--- config.mk ---
export PLATFORM = sky130hd
export DESIGN_NAME = poly_mul_sq_ctrl
export DESIGN_NICKNAME = d
export VERILOG_FILES = /design/src/rtl/ntru_sq_pkg.sv /design/src/rtl/poly_mul_sq_ctrl_coef_counter.sv /design/src/rtl/poly_mul_sq_ctrl.sv
export SDC_FILE = /design/constraint.sdc
export NUM_CORES = 1
export LEC_CHECK = 0
export ABC_AREA = 1
export BUFFER_PORTS_ARGS = -buffer_cell sky130_fd_sc_hd__buf_2
export CORE_MARGIN = 1.5
export CORE_UTILIZATION = 30
export CTS_BUF_LIST = sky130_fd_sc_hd__clkbuf_16
export DETAILED_ROUTE_END_ITERATION = 8
export PLACE_DENSITY = 0.58
export SLEW_MARGIN = 20
export SYNTH_ARGS = -nofsm -noshare
export SYNTH_HDL_FRONTEND = slang
export SYNTH_HIERARCHICAL = 1
export SYNTH_SLANG_ARGS = --single-unit
--- constraint.sdc ---
create_clock -name clk -period 7.91 [get_ports clk]
set_input_delay 0.3955 -clock clk [delete_from_list [all_inputs] [get_ports clk]]
set_output_delay 0.3955 -clock clk [all_outputs]
set_load 0.05 [all_outputs]
--- src/rtl/ntru_sq_pkg.sv ---
// Shared definitions for the NTRU polynomial-multiply square controller:
// default sizing, the controller state encoding and a small counter helper.
package ntru_sq_pkg;

    // Default polynomial length, coefficient width (log2 q) and drain length
    localparam int N_DEFAULT     = 701;
    localparam int W_DEFAULT     = 13;
    localparam int DRAIN_DEFAULT = 2;

    // Width of the coefficient counter and of the coefficient address bus
    localparam int CNT_W = 10;

    // Controller states, all held in one state register
    typedef enum logic [2:0] {
        S_IDLE,
        S_CLEAR,
        S_FEED,
        S_DRAIN,
        S_FIN
    } state_t;

    // Terminal count for a phase lasting `len` cycles; a zero-length phase
    // is never entered, so its limit value is irrelevant and pinned to 0.
    function automatic logic [CNT_W-1:0] term_count(input int len);
        logic [CNT_W-1:0] lim;
        lim = '0;
        if (len > 0) begin
            lim = CNT_W'(len - 1);
        end
        return lim;
    endfunction

endpackage

--- src/rtl/poly_mul_sq_ctrl_coef_counter.sv ---
// Loadable up-counter with a terminal-count flag. The count stops at the
// limit instead of wrapping, so the address derived from it stays in range.
module coef_counter
    import ntru_sq_pkg::*;
#(
    parameter int CW = CNT_W
) (
    input  logic          clk,
    input  logic          rst,
    input  logic          load,
    input  logic [CW-1:0] load_val,
    input  logic          en,
    input  logic [CW-1:0] limit,
    output logic [CW-1:0] count,
    output logic          tc
);

    // Terminal count: the current value has reached the selected limit
    assign tc = (count == limit);

    // Count register: reset and load take priority, saturate at the limit
    always_ff @(posedge clk) begin
        if (rst) begin
            count <= '0;
        end else if (load) begin
            count <= load_val;
        end else if (en && !tc) begin
            count <= count + CW'(1);
        end
    end

endmodule

--- src/rtl/poly_mul_sq_ctrl.sv ---
// Sequencer for the schoolbook polynomial multiplier: clears the
// accumulator, streams N coefficients from memory into the datapath, lets
// the pipeline drain, then signals completion with a one-cycle done pulse.
module poly_mul_sq_ctrl
    import ntru_sq_pkg::*;
#(
    parameter int N     = N_DEFAULT,
    parameter int W     = W_DEFAULT,
    parameter int DRAIN = DRAIN_DEFAULT
) (
    input  logic             clk,
    input  logic             rst,
    input  logic             start,
    input  logic             abort,
    output logic             busy,
    output logic             done,
    output logic             c_rd,
    output logic [CNT_W-1:0] c_addr,
    input  logic [W-1:0]     c_data,
    output logic             mul_en,
    output logic [W-1:0]     mul_c,
    output logic             mul_run
);

    localparam logic [CNT_W-1:0] FEED_LIM  = term_count(N);
    localparam logic [CNT_W-1:0] DRAIN_LIM = term_count(DRAIN);

    state_t           state;
    state_t           state_next;

    logic             cnt_load;
    logic             cnt_en;
    logic [CNT_W-1:0] cnt_limit;
    logic [CNT_W-1:0] count;
    logic             cnt_tc;

    // One counter serves both timed phases: FEED counts coefficients,
    // DRAIN counts idle cycles. It is reloaded to zero on every state change.
    coef_counter #(
        .CW(CNT_W)
    ) u_coef_counter (
        .clk      (clk),
        .rst      (rst),
        .load     (cnt_load),
        .load_val ('0),
        .en       (cnt_en),
        .limit    (cnt_limit),
        .count    (count),
        .tc       (cnt_tc)
    );

    // State register; reset overrides start and abort
    always_ff @(posedge clk) begin
        if (rst) begin
            state <= S_IDLE;
        end else begin
            state <= state_next;
        end
    end

    // Next-state logic; abort cancels any phase except the final FIN cycle
    always_comb begin
        state_next = state;
        case (state)
            S_IDLE: begin
                if (start && !abort) begin
                    state_next = S_CLEAR;
                end
            end
            S_CLEAR: begin
                state_next = abort ? S_IDLE : S_FEED;
            end
            S_FEED: begin
                if (abort) begin
                    state_next = S_IDLE;
                end else if (cnt_tc) begin
                    state_next = (DRAIN > 0) ? S_DRAIN : S_FIN;
                end
            end
            S_DRAIN: begin
                if (abort) begin
                    state_next = S_IDLE;
                end else if (cnt_tc) begin
                    state_next = S_FIN;
                end
            end
            S_FIN: begin
                state_next = S_IDLE;
            end
            default: begin
                state_next = S_IDLE;
            end
        endcase
    end

    // Counter control: restart from zero whenever the phase changes
    always_comb begin
        cnt_load  = (state_next != state) || (state == S_IDLE);
        cnt_en    = (state == S_FEED) || (state == S_DRAIN);
        cnt_limit = (state == S_DRAIN) ? DRAIN_LIM : FEED_LIM;
    end

    // Moore outputs; in FEED the read for coefficient k+1 overlaps the use
    // of coefficient k, and the final FEED cycle issues no read at all
    always_comb begin
        busy    = (state != S_IDLE);
        done    = 1'b0;
        c_rd    = 1'b0;
        c_addr  = '0;
        mul_en  = 1'b0;
        mul_c   = '0;
        mul_run = 1'b0;
        case (state)
            S_CLEAR: begin
                mul_en = 1'b1;
                c_rd   = 1'b1;
                c_addr = '0;
            end
            S_FEED: begin
                mul_run = 1'b1;
                mul_c   = c_data;
                if (!cnt_tc) begin
                    c_rd   = 1'b1;
                    c_addr = count + CNT_W'(1);
                end
            end
            S_FIN: begin
                done = 1'b1;
            end
            default: begin
            end
        endcase
    end

endmodule
==> reports/results.ini <==
[status]
outcome = finished, final reports clean

[setup_path]
cp_max_fo = 17
worstPathRequired_ns = 8.09
cp.arrival_ns = 3.71
max_stage_delay_ns = 0.54
critical_path_class = reg2reg
path_common_cell = nand2_1
endpoint_kind = register
start_kind = register
cp_top_family = simple AND/OR/NAND/NOR gates
path_cells = nand2_1 -> nor2_2 -> inv_1 -> xor2_1 -> nor2_1 -> nand2_1 -> nor2_1 -> inv_1 -> nor2_1 -> nand2_1 -> nand4_1 -> nand3_1 -> inv_1 -> nand2_1 -> o21ai_0 -> nand2_1 -> a21oi_1
crit_buf_inv = 3
cpMaxStageDelayCell = inv_1

[power]
power_density_nw_per_um2 = 129
vdd_drop_max_mv = 0.0561
power_frac_clock = 0.414
p_int_mw = 0.156
leakagePower_nw = 1.06
power_frac_comb = 0.231
seqPwrFrac = 0.355
p_sw_frac = 0.329
switching_power_mw = 0.0768

[route]
viasPerCell = 4.50
totalWireLength_mm = 3.66
first_pass_iters = 4
drc = 0
detail-route-antenna-nets = 0
vias = 1687
wire_per_inst_um = 9.76
drt_iter0_markers = 91

[sta]
fin_tns_setup_ns = 0
fin_ws_ns = 4.38
post-route-period-util = 0.447
setup_viol = 0
period_needed_ns = 3.53
slew-limit-headroom = 0.593
fmax_ghz = 0.283
fin_skew_ns = 0.00202
worst_pin_slew_ns = 0.609
slew_viol_final = 0
rsz0062_at_grt = no
finalHoldViolCount = 0

[logic_synthesis]
ys.flop_type = dfxtp_1
yosysSeqAreaShare = 0.182
yosysTopAreaCell = nand2_1
synth_cell_type_count = 30
async_reset_ff_frac = 0
synth.most_common_cell = nand2_1
synth_common_cells = nand2_1, inv_1, nor2_1
syn_inst = 267
synth_seq_cells = 13
yosys.area.top_type_share = 0.203
synth_area_leaders = nand2_1, dfxtp_1, inv_1
synth.avg_cell_area_um2 = 5.34
yosys_warnings = 6
synth_area_um2 = 1430
synth-edff-count = 0

[layout]
seqCellArea_um2 = 260
layout-drive-gt1-share = 0.189
multiInputGateArea_um2 = 1000
fillers = 497
nets = 343
antenna_cells = 0
areaGrowthSynthToFinish_pct = 27.0

[cts]
cts_buffers = 3
worstSkewPairLatency_ns = 0.24
cts_setup_buffers = 0
cts_root_buf = clkbuf_16
clockBufferDepth = 2
path_clk_slew_ns = 0.05
postCtsHoldBufs = 0
cts_resized = 0
cts_tree = built
htree_levels = 1
cts.sinks = 13

[placed_design]
preCtsSetupSlack_ns = 4.39
io_buffers = 44
dp_hpwl_mm = 2.80
place.gp.congestion = 0.873

[hold_path]
hold_path.class = in2reg

[floorplan]
die_y_um = 72.0
die_x_um = 72.0
start_util = 0.319
die_area_um2 = 5180
ios = 45
num_rows = 24
core_area_um2 = 4470

[run]
maxCapViolations = 0

[global_route]
grt_max_degree = 18
grt_pass1_wl_mm = 6.38
antenna_found_initial = 0
grt_pass1_vias = 1487
globalRouteTotalUtil = 0.149
overflow = 0

-- logic make-up (layout without fill, tap and decap cells) --
kind of cell,Yosys count,in the layout,share of synthesized area
DFF,13,13,0.182
buffers and inverters,55,97,0.151
muxes,1,1,0.00702
other,1,15,0.00263
and+or+nand+nor,159,159,0.494
adders and majority gates,2,2,0.0175
AOI/OAI and AO/OA,34,34,0.133
xor gates and xnor gates,2,2,0.0123
-- sequential cells by signal, summed over array words and instances, names as in the netlist --
name / flops
state: 3
u_coef_counter/count: 10
-- final timing paths --
kind	startpoint	to	slack [ns]	cells past startpoint
hold reg to reg	u_coef_counter/count[9]	u_coef_counter/count[9]	0.58	2
hold / removal	abort	state[2]	0.41	2
setup / recovery	state[0]	u_coef_counter/count[7]	4.38	17
setup reg to reg	state[0]	u_coef_counter/count[7]	4.38	17
-- layer usage --
layer  track usage  vias up  share of wire
met5             0        -              0
met4        0.0440        0         0.0046
met3        0.0194        2          0.055
met2         0.251       44           0.45
met1         0.200      722           0.49
li1              -      919              -
-- layout make-up --
cell class	count	share of cell area
clock buffer	3	0.0414
clock inverter	1	0.00207
inverter	49	0.102
multi-input combinational	213	0.554
sequential	13	0.144
tap	52	0.0359
timing repair buffer	44	0.122
-- power groups by stage --
stage / Sequential (mW) / Clock (mW) / Combinational (mW)
floorplan: 0.0799 / 0 / 0.0429
global placement: 0.0842 / 0 / 0.0534
detailed placement: 0.0840 / 0 / 0.0536
CTS: 0.0827 / 0.0989 / 0.0539
global route: 0.0844 / 0.102 / 0.0623
finish: 0.0828 / 0.0966 / 0.0539
-- through the flow --
step | hold WS, ns | utilization | total power [mW] | instances | cell area, um^2
final | 0.406 | 0.405 | 0.233 | 375 | 1810
after global routing | 0.412 | 0.405 | 0.248 | 375 | 1810
after CTS | 0.406 | 0.405 | 0.235 | 375 | 1810
after detailed placement | 0.575 | 0.387 | 0.138 | 371 | 1730
after global placement | 0.575 | 0.387 | 0.138 | 371 | 1730
after floorplan | 0.465 | - | 0.123 | 281 | 1480
-- cell usage in the layout, fill, tap and decap left out, drive strengths merged --
cell type / instances
nand2: 78
inv: 50
nor2: 48
buf: 44
nand3: 25
a21oi: 20
conb: 15
dfxtp: 13
o21ai: 11
clkbuf: 3
nor3: 3
nand4: 2
ha: 2
xor2: 2
o21bai: 2
nor3b: 1
and2: 1
nor4: 1
a22o: 1
mux2i: 1
Power figures use the tool's default switching activity.
